==> src/rtl/hazard_pkg.sv <==
// Shared types and defaults for the pipeline hazard controller.
// Control bundle layout is shared by the top and the perf counters.
package hazard_pkg;

    localparam int REG_ADDR_W      = 5;
    localparam int MEM_TIMEOUT_DEF = 255;

    typedef enum logic {
        RUN      = 1'b0,
        MEM_WAIT = 1'b1
    } state_e;

    typedef struct packed {
        logic pc_write;
        logic ifid_write;
        logic ifid_flush;
        logic idex_write;
        logic idex_flush;
        logic exmem_write;
        logic memwb_bubble;
        logic stall;
    } ctrl_t;

endpackage

==> src/rtl/pipeline_hazard_ctrl_if.sv <==
// Hazard inputs and hold/flush controls between datapath and controller.
// master = datapath side, slave = hazard controller side.
interface pipeline_hazard_ctrl_if #(
    parameter int REG_ADDR_W = hazard_pkg::REG_ADDR_W
);

    logic                  IDEX_MemRead_i;
    logic [REG_ADDR_W-1:0] IDEX_rt_i;
    logic [REG_ADDR_W-1:0] IFID_rs_i;
    logic [REG_ADDR_W-1:0] IFID_rt_i;
    logic                  IFID_rtUsed_i;
    logic                  branch_taken_i;
    logic                  jump_i;
    logic                  dmem_req_i;
    logic                  dmem_ack_i;
    logic                  PC_write_o;
    logic                  IFID_write_o;
    logic                  IFID_flush_o;
    logic                  IDEX_write_o;
    logic                  IDEX_flush_o;
    logic                  EXMEM_write_o;
    logic                  MEMWB_bubble_o;
    logic                  stall_o;
    logic                  mem_timeout_o;
    logic [31:0]           stall_cnt_o;
    logic [31:0]           flush_cnt_o;

    modport master (
        output IDEX_MemRead_i, IDEX_rt_i, IFID_rs_i, IFID_rt_i,
        output IFID_rtUsed_i, branch_taken_i, jump_i,
        output dmem_req_i, dmem_ack_i,
        input  PC_write_o, IFID_write_o, IFID_flush_o,
        input  IDEX_write_o, IDEX_flush_o, EXMEM_write_o,
        input  MEMWB_bubble_o, stall_o, mem_timeout_o,
        input  stall_cnt_o, flush_cnt_o
    );

    modport slave (
        input  IDEX_MemRead_i, IDEX_rt_i, IFID_rs_i, IFID_rt_i,
        input  IFID_rtUsed_i, branch_taken_i, jump_i,
        input  dmem_req_i, dmem_ack_i,
        output PC_write_o, IFID_write_o, IFID_flush_o,
        output IDEX_write_o, IDEX_flush_o, EXMEM_write_o,
        output MEMWB_bubble_o, stall_o, mem_timeout_o,
        output stall_cnt_o, flush_cnt_o
    );

endinterface

==> src/rtl/hazard_perf_cnt.sv <==
// Wrapping 32-bit stall and flush cycle counters.
module hazard_perf_cnt (
    input  logic        clk_i,
    input  logic        rst_i,
    input  logic        stall_i,
    input  logic        flush_i,
    output logic [31:0] stall_cnt_o,
    output logic [31:0] flush_cnt_o
);

    logic [31:0] stall_cnt_d, stall_cnt_q;
    logic [31:0] flush_cnt_d, flush_cnt_q;

    always_comb begin
        stall_cnt_d = stall_cnt_q + 32'(stall_i);
        flush_cnt_d = flush_cnt_q + 32'(flush_i);
    end

    always_ff @(posedge clk_i or posedge rst_i) begin
        if (rst_i) begin
            stall_cnt_q <= '0;
            flush_cnt_q <= '0;
        end else begin
            stall_cnt_q <= stall_cnt_d;
            flush_cnt_q <= flush_cnt_d;
        end
    end

    assign stall_cnt_o = stall_cnt_q;
    assign flush_cnt_o = flush_cnt_q;

endmodule

==> src/rtl/pipeline_hazard_ctrl.sv <==
// Hold/flush sequencing for the 5-stage pipeline registers.
// Optional perf counters under `HAZARD_PERF_CNT_EN.
module pipeline_hazard_ctrl #(
    parameter int MEM_TIMEOUT = hazard_pkg::MEM_TIMEOUT_DEF,
    parameter int REG_ADDR_W  = hazard_pkg::REG_ADDR_W
) (
    input  logic                 clk_i,
    input  logic                 rst_i,
    pipeline_hazard_ctrl_if.slave bus
);

    import hazard_pkg::*;

    localparam int CNT_W = $clog2(MEM_TIMEOUT + 2);
    localparam logic [CNT_W-1:0] CNT_MAX = CNT_W'(MEM_TIMEOUT);

    state_e           state_d, state_q;
    logic [CNT_W-1:0] wait_cnt_d, wait_cnt_q;
    logic             timeout_d, timeout_q;
    ctrl_t            ctrl;
    logic             freeze;
    logic             load_use;
    logic [31:0]      stall_cnt;
    logic [31:0]      flush_cnt;

    logic [REG_ADDR_W-1:0] ex_rt;
    logic [REG_ADDR_W-1:0] id_rs;
    logic [REG_ADDR_W-1:0] id_rt;

    assign ex_rt = bus.IDEX_rt_i;
    assign id_rs = bus.IFID_rs_i;
    assign id_rt = bus.IFID_rt_i;

    assign load_use = bus.IDEX_MemRead_i && (ex_rt != '0) &&
                      ((ex_rt == id_rs) ||
                       (bus.IFID_rtUsed_i && (ex_rt == id_rt)));

    // In MEM_WAIT the request is already accepted; only ack matters.
    assign freeze = (state_q == MEM_WAIT) ? !bus.dmem_ack_i
                  : (bus.dmem_req_i && !bus.dmem_ack_i);

    always_ff @(posedge clk_i or posedge rst_i) begin
        if (rst_i) begin
            state_q    <= RUN;
            wait_cnt_q <= '0;
            timeout_q  <= 1'b0;
        end else begin
            state_q    <= state_d;
            wait_cnt_q <= wait_cnt_d;
            timeout_q  <= timeout_d;
        end
    end

    always_comb begin
        state_d    = state_q;
        wait_cnt_d = wait_cnt_q;
        timeout_d  = timeout_q;
        unique case (state_q)
            RUN: begin
                if (bus.dmem_req_i && !bus.dmem_ack_i) begin
                    state_d    = MEM_WAIT;
                    wait_cnt_d = '0;
                end
            end
            MEM_WAIT: begin
                if (wait_cnt_q == CNT_MAX) timeout_d = 1'b1;
                if (bus.dmem_ack_i) begin
                    state_d = RUN;
                end else if (wait_cnt_q != CNT_MAX) begin
                    wait_cnt_d = wait_cnt_q + 1'b1;
                end
            end
            default: state_d = RUN;
        endcase
    end

    always_comb begin
        ctrl = '0;
        if (!rst_i) begin
            ctrl.pc_write    = 1'b1;
            ctrl.ifid_write  = 1'b1;
            ctrl.idex_write  = 1'b1;
            ctrl.exmem_write = 1'b1;
            if (freeze) begin
                ctrl.pc_write     = 1'b0;
                ctrl.ifid_write   = 1'b0;
                ctrl.idex_write   = 1'b0;
                ctrl.exmem_write  = 1'b0;
                ctrl.memwb_bubble = 1'b1;
                ctrl.stall        = 1'b1;
            end else if (load_use) begin
                // Branch in ID is held and re-resolves next cycle.
                ctrl.pc_write   = 1'b0;
                ctrl.ifid_write = 1'b0;
                ctrl.idex_flush = 1'b1;
                ctrl.stall      = 1'b1;
            end else if (bus.branch_taken_i || bus.jump_i) begin
                ctrl.ifid_flush = 1'b1;
            end
        end
    end

`ifdef HAZARD_PERF_CNT_EN
    hazard_perf_cnt u_perf_cnt (
        .clk_i       (clk_i),
        .rst_i       (rst_i),
        .stall_i     (ctrl.stall),
        .flush_i     (ctrl.ifid_flush),
        .stall_cnt_o (stall_cnt),
        .flush_cnt_o (flush_cnt)
    );
`else
    assign stall_cnt = '0;
    assign flush_cnt = '0;
`endif

    assign bus.PC_write_o     = ctrl.pc_write;
    assign bus.IFID_write_o   = ctrl.ifid_write;
    assign bus.IFID_flush_o   = ctrl.ifid_flush;
    assign bus.IDEX_write_o   = ctrl.idex_write;
    assign bus.IDEX_flush_o   = ctrl.idex_flush;
    assign bus.EXMEM_write_o  = ctrl.exmem_write;
    assign bus.MEMWB_bubble_o = ctrl.memwb_bubble;
    assign bus.stall_o        = ctrl.stall;
    assign bus.mem_timeout_o  = timeout_q;
    assign bus.stall_cnt_o    = stall_cnt;
    assign bus.flush_cnt_o    = flush_cnt;

endmodule

==> src/flat_wrapper.sv <==
// flat-port wrapper written by rule: the top's interface ports become plain ports
module pipeline_hazard_ctrl_flat import hazard_pkg::*;
#(
    parameter int MEM_TIMEOUT = hazard_pkg::MEM_TIMEOUT_DEF,
    parameter int REG_ADDR_W  = hazard_pkg::REG_ADDR_W
)
  (clk_i, rst_i, bus_IDEX_MemRead_i, bus_IDEX_rt_i, bus_IFID_rs_i, bus_IFID_rt_i, bus_IFID_rtUsed_i, bus_branch_taken_i, bus_jump_i, bus_dmem_req_i, bus_dmem_ack_i, bus_PC_write_o, bus_IFID_write_o, bus_IFID_flush_o, bus_IDEX_write_o, bus_IDEX_flush_o, bus_EXMEM_write_o, bus_MEMWB_bubble_o, bus_stall_o, bus_mem_timeout_o, bus_stall_cnt_o, bus_flush_cnt_o);
  pipeline_hazard_ctrl_if #(.REG_ADDR_W(REG_ADDR_W)) bus_i ();
  input  logic clk_i;
  input  logic rst_i;
  input wire logic [$bits(bus_i.IDEX_MemRead_i)-1:0] bus_IDEX_MemRead_i;
  input wire logic [$bits(bus_i.IDEX_rt_i)-1:0] bus_IDEX_rt_i;
  input wire logic [$bits(bus_i.IFID_rs_i)-1:0] bus_IFID_rs_i;
  input wire logic [$bits(bus_i.IFID_rt_i)-1:0] bus_IFID_rt_i;
  input wire logic [$bits(bus_i.IFID_rtUsed_i)-1:0] bus_IFID_rtUsed_i;
  input wire logic [$bits(bus_i.branch_taken_i)-1:0] bus_branch_taken_i;
  input wire logic [$bits(bus_i.jump_i)-1:0] bus_jump_i;
  input wire logic [$bits(bus_i.dmem_req_i)-1:0] bus_dmem_req_i;
  input wire logic [$bits(bus_i.dmem_ack_i)-1:0] bus_dmem_ack_i;
  output wire logic [$bits(bus_i.PC_write_o)-1:0] bus_PC_write_o;
  output wire logic [$bits(bus_i.IFID_write_o)-1:0] bus_IFID_write_o;
  output wire logic [$bits(bus_i.IFID_flush_o)-1:0] bus_IFID_flush_o;
  output wire logic [$bits(bus_i.IDEX_write_o)-1:0] bus_IDEX_write_o;
  output wire logic [$bits(bus_i.IDEX_flush_o)-1:0] bus_IDEX_flush_o;
  output wire logic [$bits(bus_i.EXMEM_write_o)-1:0] bus_EXMEM_write_o;
  output wire logic [$bits(bus_i.MEMWB_bubble_o)-1:0] bus_MEMWB_bubble_o;
  output wire logic [$bits(bus_i.stall_o)-1:0] bus_stall_o;
  output wire logic [$bits(bus_i.mem_timeout_o)-1:0] bus_mem_timeout_o;
  output wire logic [$bits(bus_i.stall_cnt_o)-1:0] bus_stall_cnt_o;
  output wire logic [$bits(bus_i.flush_cnt_o)-1:0] bus_flush_cnt_o;
  assign bus_i.IDEX_MemRead_i = bus_IDEX_MemRead_i;
  assign bus_i.IDEX_rt_i = bus_IDEX_rt_i;
  assign bus_i.IFID_rs_i = bus_IFID_rs_i;
  assign bus_i.IFID_rt_i = bus_IFID_rt_i;
  assign bus_i.IFID_rtUsed_i = bus_IFID_rtUsed_i;
  assign bus_i.branch_taken_i = bus_branch_taken_i;
  assign bus_i.jump_i = bus_jump_i;
  assign bus_i.dmem_req_i = bus_dmem_req_i;
  assign bus_i.dmem_ack_i = bus_dmem_ack_i;
  assign bus_PC_write_o = bus_i.PC_write_o;
  assign bus_IFID_write_o = bus_i.IFID_write_o;
  assign bus_IFID_flush_o = bus_i.IFID_flush_o;
  assign bus_IDEX_write_o = bus_i.IDEX_write_o;
  assign bus_IDEX_flush_o = bus_i.IDEX_flush_o;
  assign bus_EXMEM_write_o = bus_i.EXMEM_write_o;
  assign bus_MEMWB_bubble_o = bus_i.MEMWB_bubble_o;
  assign bus_stall_o = bus_i.stall_o;
  assign bus_mem_timeout_o = bus_i.mem_timeout_o;
  assign bus_stall_cnt_o = bus_i.stall_cnt_o;
  assign bus_flush_cnt_o = bus_i.flush_cnt_o;
  pipeline_hazard_ctrl #(.MEM_TIMEOUT(MEM_TIMEOUT), .REG_ADDR_W(REG_ADDR_W)) u_core (.clk_i(clk_i), .rst_i(rst_i), .bus(bus_i));
endmodule
==> config.mk <==
export PLATFORM = sky130hd
export DESIGN_NAME = pipeline_hazard_ctrl_flat
export DESIGN_NICKNAME = d
export VERILOG_FILES = /design/src/rtl/hazard_pkg.sv /design/src/rtl/pipeline_hazard_ctrl_if.sv /design/src/rtl/hazard_perf_cnt.sv /design/src/rtl/pipeline_hazard_ctrl.sv /design/src/flat_wrapper.sv
export SDC_FILE = /design/constraint.sdc
export NUM_CORES = 1
export LEC_CHECK = 0
export CORE_ASPECT_RATIO = 1.4
export CORE_UTILIZATION = 30
export CTS_BUF_LIST = sky130_fd_sc_hd__clkbuf_4 sky130_fd_sc_hd__clkbuf_8 sky130_fd_sc_hd__clkbuf_16
export DETAILED_ROUTE_END_ITERATION = 8
export PLACE_DENSITY_LB_ADDON = 0.12
export SYNTH_ARGS = -nofsm -noshare
export SYNTH_HDL_FRONTEND = slang
export SYNTH_SLANG_ARGS = --single-unit
==> constraint.sdc <==
create_clock -name clk_i -period 1.8 [get_ports clk_i]
set_input_delay 0.36 -clock clk_i [delete_from_list [all_inputs] [get_ports clk_i]]
set_output_delay 0.36 -clock clk_i [all_outputs]
set_load 0.02 [all_outputs]
== Word level (Yosys, flattened, before mapping) ==
Cells that the tools add are included.
Operators by class
  add/subtract/negate cells: 1
  multipliers: 0
  divide/modulo/power cells: 0
  $lt $le $gt $ge: 0
  equality and inequality tests: 7
  shifts and indexed selects: 0
  multiplexer cells: 19
  bitwise gates (word level): 1
  reduce and logical (&&, ||, !) cells: 10
Operator list (count)
  $mux 9: 3
  $pmux 9 s2: 1
  $eq 5x5->1: 2
  $mux 1: 10
  $add 9x1->9 const B: 1
  $eq 9x8->1 const B: 1
  $ne 9x8->1 const B: 1
  $mux 8: 1
  $mux 2: 3
  $reduce_bool 5->1: 1
  $logic_and 1x1->1: 4
  $ne 2x2->1 const B: 2
  $reduce_and 3->1: 1
  $logic_or 1x1->1: 2
  $ne 2x1->1 const B: 1
  $pmux 1 s2: 1
  $reduce_and 2->1: 1
  $logic_not 1->1: 1
  $not 1->1: 1
Word-level totals
  flip-flop bits (word level): 11
  bits in latches: 0
  memory bits (writable): 0
  ROM bits: 0
  input port bits: 23
  output and inout port bits: 73
  logic and storage cells: 41
  memories kept: 0

== Depth between registers and ports, before layout ==
  depth after elaboration: 7
  mapped depth: 8

== Worst setup path after synthesis ==
Ideal clock, no wire load.
  path kind: reg2out
  start point: reg u_core.state_q
  end point: out bus_PC_write_o
  data arrival time: 1994 ps
  setup slack: -554 ps
  stages on the path, launching flop included: 6
  buffers on the path: 1
  path through: dfrtp_1 o21bai_4 inv_1 nor2_1 a21boi_0 buf_4
Between the ends
  longest elaborated chain between the ends: 3
RTL lines
  start: declaration: RTL line pipeline_hazard_ctrl.sv:17  | state_e state_d, state_q;
  start signal: assignment: RTL line pipeline_hazard_ctrl.sv:48  | state_q <= state_d;
  $mux 1: RTL line pipeline_hazard_ctrl.sv:39  | assign freeze = (state_q == MEM_WAIT) ? !bus.dmem_ack_i
  named net u_core.freeze: RTL line pipeline_hazard_ctrl.sv:21  | logic freeze;
  $mux 2: RTL line pipeline_hazard_ctrl.sv:84  | if (freeze) begin
  $mux 8: RTL line pipeline_hazard_ctrl.sv:79  | if (!rst_i) begin
  end: declaration: RTL line flat_wrapper.sv:20  | output wire logic [$bits(bus_i.PC_write_o)-1:0] bus_PC_write_o;
The timed path passes the listed nets, and every way through them passes these cells.

== Worst setup path after layout ==
  start point: in bus_IDEX_rt_i[2]
  end point: out bus_stall_o
Between the ends
  longest elaborated chain between the ends: 7
RTL lines
  start: declaration: RTL line flat_wrapper.sv:12  | input wire logic [$bits(bus_i.IDEX_rt_i)-1:0] bus_IDEX_rt_i;
  $eq 5x5->1: RTL line pipeline_hazard_ctrl.sv:36  | (bus.IFID_rtUsed_i && (ex_rt == id_rt)));
  $logic_and 1x1->1: RTL line pipeline_hazard_ctrl.sv:36
  $logic_or 1x1->1: RTL line pipeline_hazard_ctrl.sv:35  | ((ex_rt == id_rs) ||
  $logic_and 1x1->1 *: RTL line pipeline_hazard_ctrl.sv:34  | assign load_use = bus.IDEX_MemRead_i && (ex_rt != '0) &&
  $mux 1 *: RTL line pipeline_hazard_ctrl.sv:91  | end else if (load_use) begin
  $mux 1 *: RTL line pipeline_hazard_ctrl.sv:84
  $mux 8 *: RTL line pipeline_hazard_ctrl.sv:79
  end: declaration: RTL line flat_wrapper.sv:27  | output wire logic [$bits(bus_i.stall_o)-1:0] bus_stall_o;
Mark *: on every way between the ends. The rest lies on a longest branch, timed or not.

==> impl_results.md <==
* Crit path DAT at approximately 1500 ps
* Crit path buf inv count at 2
* CP top delay family: simple AND/OR/NAND/NOR gates
* Yosys top cell by area: buf_4
* # IOs at 96
* Gr ovfl total at 0
* Reg-to-reg endpoint: u_core.wait_cnt_q[3]
* Root buf cell: clkbuf_8
* Worst min path class: flop to flop
* Layout area overhead at 31.76%
* First-pass GRT wire length at a little under 4000 um
* Area of the mapped netlist at 0.001217 sq mm
* Initial antenna violation count at 0
* Register-to-Register Setup Slack at between 100 and 150 ps
* Die H at between 70 and 80 um
* Core Util, Final at 0.4093
* Final WS setup at -87.76 ps
* TritonCTS buffer count at 3
* Pre-CTS WS at -959.0 ps
* FF+latch count, synth at 11
* Share of cells above drive strength 1 at 0.2613
* Final slew viol count at 0
* H-tree levels at 1
* Remaining DRCs at 0
* Vias at between 900 and 1k
* Syn_area_per_cell at 8.338 sq um
* Clk Latency, worst-skew pair at 230 ps
* Final GP Congestion at about 0.83
* # port buffers at 31
* RSZ-0062 raised after global routing: yes
* Fraction of registers with async set/reset at 1.000
* Pwr per Cell Area at 540.0 mW/mm^2
* Final setup TNS at -342.8 ps
* EDFF count, synth at 0
* Largest net degree at the start of global routing at 12
* HPWL after DPL at 2097 um
* Worst-path clk slew at about 50 ps
* All-Layer GR Usage at 0.1144
* Crit end category: output pin
* Critical Path, Cell by Cell: buf_8, or4_4, o21a_4, a31o_1, buf_6
* ANT cells at 0
* Hold_sp: u_core.bus.mem_timeout_o
* Worst Reg-to-Reg Cells at 8
* Vias per cell at slightly below 4
* Max Cap Viol at 0
* Mapped Cells at 146
* Tmin final at between 1500 and 2000 ps
* CTS Sinks at 11
* Die Wd at ~56 um
* Period utilization at 1.049
* Multi-input gate area in the final layout at 764.5 sq um
* Seq/Total Area, Yosys at 0.2261
* Hold Violations, Final at 0
* CORE AREA at 0.003919 sq mm
* Vias in the first global route at 872
* CP Class: input pin to output pin
* Max Fclk at ~530 MHz
* Routed len/inst at 10.40 um
* Max Fanout on Critical Path at 4
* Fillers at ~420
* Max incr delay on CP at 520 ps
* CTS tree: done
* Nets at around 230
* RR Startpoint: u_core.wait_cnt_q[0]
* Final WL at 2517 um
* Clk buf depth at 2
* Top_reg_cell synth: dfrtp_1
* Die Area at about 0.0043 sq mm
* Row count at 27
* Outcome: complete, but fails checks
* Leakage power at 0.8154 nW
* Clock skew at 6.210 ps
* Hold Path Sink: u_core.bus.mem_timeout_o
* ANT nets after route at 0
* Ys Warns at 0
* DRT Pass-1 Iters at 4
* Worst Setup Start Kind: input pin
* Final setup viols at 5
* Crit path max-delay cell type: or4_4
* Hold-critical path depth at 1
* Peak VDD IR at 0.0004610 V
* Seq. cell area at about 280 sq um
* Synth top area cells: buf_4, dfrtp_1, xnor2_1
* # hold bufs at CTS at 0
* Failing checks: negative setup slack
* Initial Util at 0.3107
* Iter 0 DRT Violations at 13
* Netlist cell types at 28
* Critical Path RT at 1440 ps
* Synth top area share at 0.4070
-- cells by family (layout without fill, tap and decap cells) --
kind of cell             after synthesis  after routing  share of synthesized area
XOR/XNOR                              16             16                     0.1151
AND/OR/NAND/NOR                       36             36                     0.1501
AO/OA/AOI/OAI                         10             10                    0.06579
adder cells (fa/ha/maj)                2              2                    0.02055
flip-flops                            11             11                     0.2261
other                                  1             64                   0.003080
buffers and inverters                 70             60                     0.4193
-- registers in the layout, summed over array words and instances, names as in the netlist --
| register | cells |
|---|---|
| u_core.wait_cnt_q | 9 |
| u_core.state_q | 1 |
| u_core.bus.mem_timeout_o | 1 |
-- worst register-to-register path, delay by kind of cell (launching register included) --
family	cells	cell delay (ps)
adders and majority gates	2	400
xor gates and xnor gates	1	160
and+or+nand+nor	5	640
DFF	1	380
-- layout make-up --
| class | instances | share of cell area |
|---|---|---|
| Clock buffer | 4 | 0.03042 |
| Inverter | 4 | 0.009360 |
| Multi-Input combinational cell | 128 | 0.4766 |
| Sequential cell | 11 | 0.1716 |
| Tap cell | 43 | 0.03354 |
| Timing Repair Buffer | 52 | 0.2785 |
-- metrics by stage --
step	instances	area [sq um]	hold slack [ps]	total power [W]
after floorplan	209	1468	220.6	0.0005805
after global placement	236	1479	460.1	0.0006026
after detailed placement	236	1479	455.3	0.0006047
after CTS	241	1559	473.1	0.0008671
after global routing	242	1604	501.2	0.0009163
final	242	1604	466.6	0.0008662
-- layout by cell type (no fill, tap or decap), drive strengths merged, types with 3 or more instances in the layout --
cell type,Yosys,layout
clkbuf,0,4
nor2,9,9
conb,1,64
nand3,5,5
buf,66,31
xnor2,15,15
nor4,3,3
clkdlybuf4s50,0,6
inv,4,4
dfrtp,11,11
nand2,10,10
dlygate4sd2,0,15
-- cell usage after synthesis (2+ instances only) --
| library cell | number |
|---|---|
| nor4_1 | 3 |
| nor2_1 | 9 |
| nand2_1 | 10 |
| inv_1 | 4 |
| buf_4 | 66 |
| nand4_1 | 2 |
| nand3_1 | 5 |
| dfrtp_1 | 11 |
| ha_1 | 2 |
| xnor2_1 | 15 |
| o21ai_0 | 2 |
-- metal layers --
layer | up-vias | share of wire | track usage
met2 | 59 | 0.55 | 0.2193
met3 | 4 | 0.078 | 0.01833
met4 | 0 | 0.017 | 0.06098
met5 | - | 0 | 0
met1 | 429 | 0.35 | 0.1158
li1 | 452 | - | -
-- report_power, final --
group / internal (W) / total (W) / switching (W) / leakage (nW)
registers: 0.000259 / 0.000267 / 0.00000755 / 0.150
logic: 0.000126 / 0.000343 / 0.000218 / 0.639
clock network: 0.000170 / 0.000256 / 0.0000864 / 0.0262
total: 0.000555 / 0.000866 / 0.000312 / 0.815
-- what timing repair did --
item,4_1_cts,5_1_grt
pin swaps,18,5
setup buffers,1,1
endpoints found under the setup margin,11,11
gates resized for setup,77,10
-- worst max-delay path by stage --
stage | startpoint | endpoint | slack, ps | cells after the start
after detailed placement | bus_IDEX_rt_i[1] | bus_IFID_flush_o | -960 | 5
after floorplan | bus_IDEX_rt_i[1] | bus_PC_write_o | -50 | 4
final | bus_IDEX_rt_i[2] | bus_stall_o | -90 | 5
after global placement | bus_IDEX_rt_i[1] | bus_IFID_write_o | -910 | 5
after CTS | bus_IDEX_rt_i[2] | bus_stall_o | -120 | 5
after global routing | bus_IDEX_rt_i[2] | bus_stall_o | -120 | 5
Note: power is estimated with default switching activity, not from simulation.
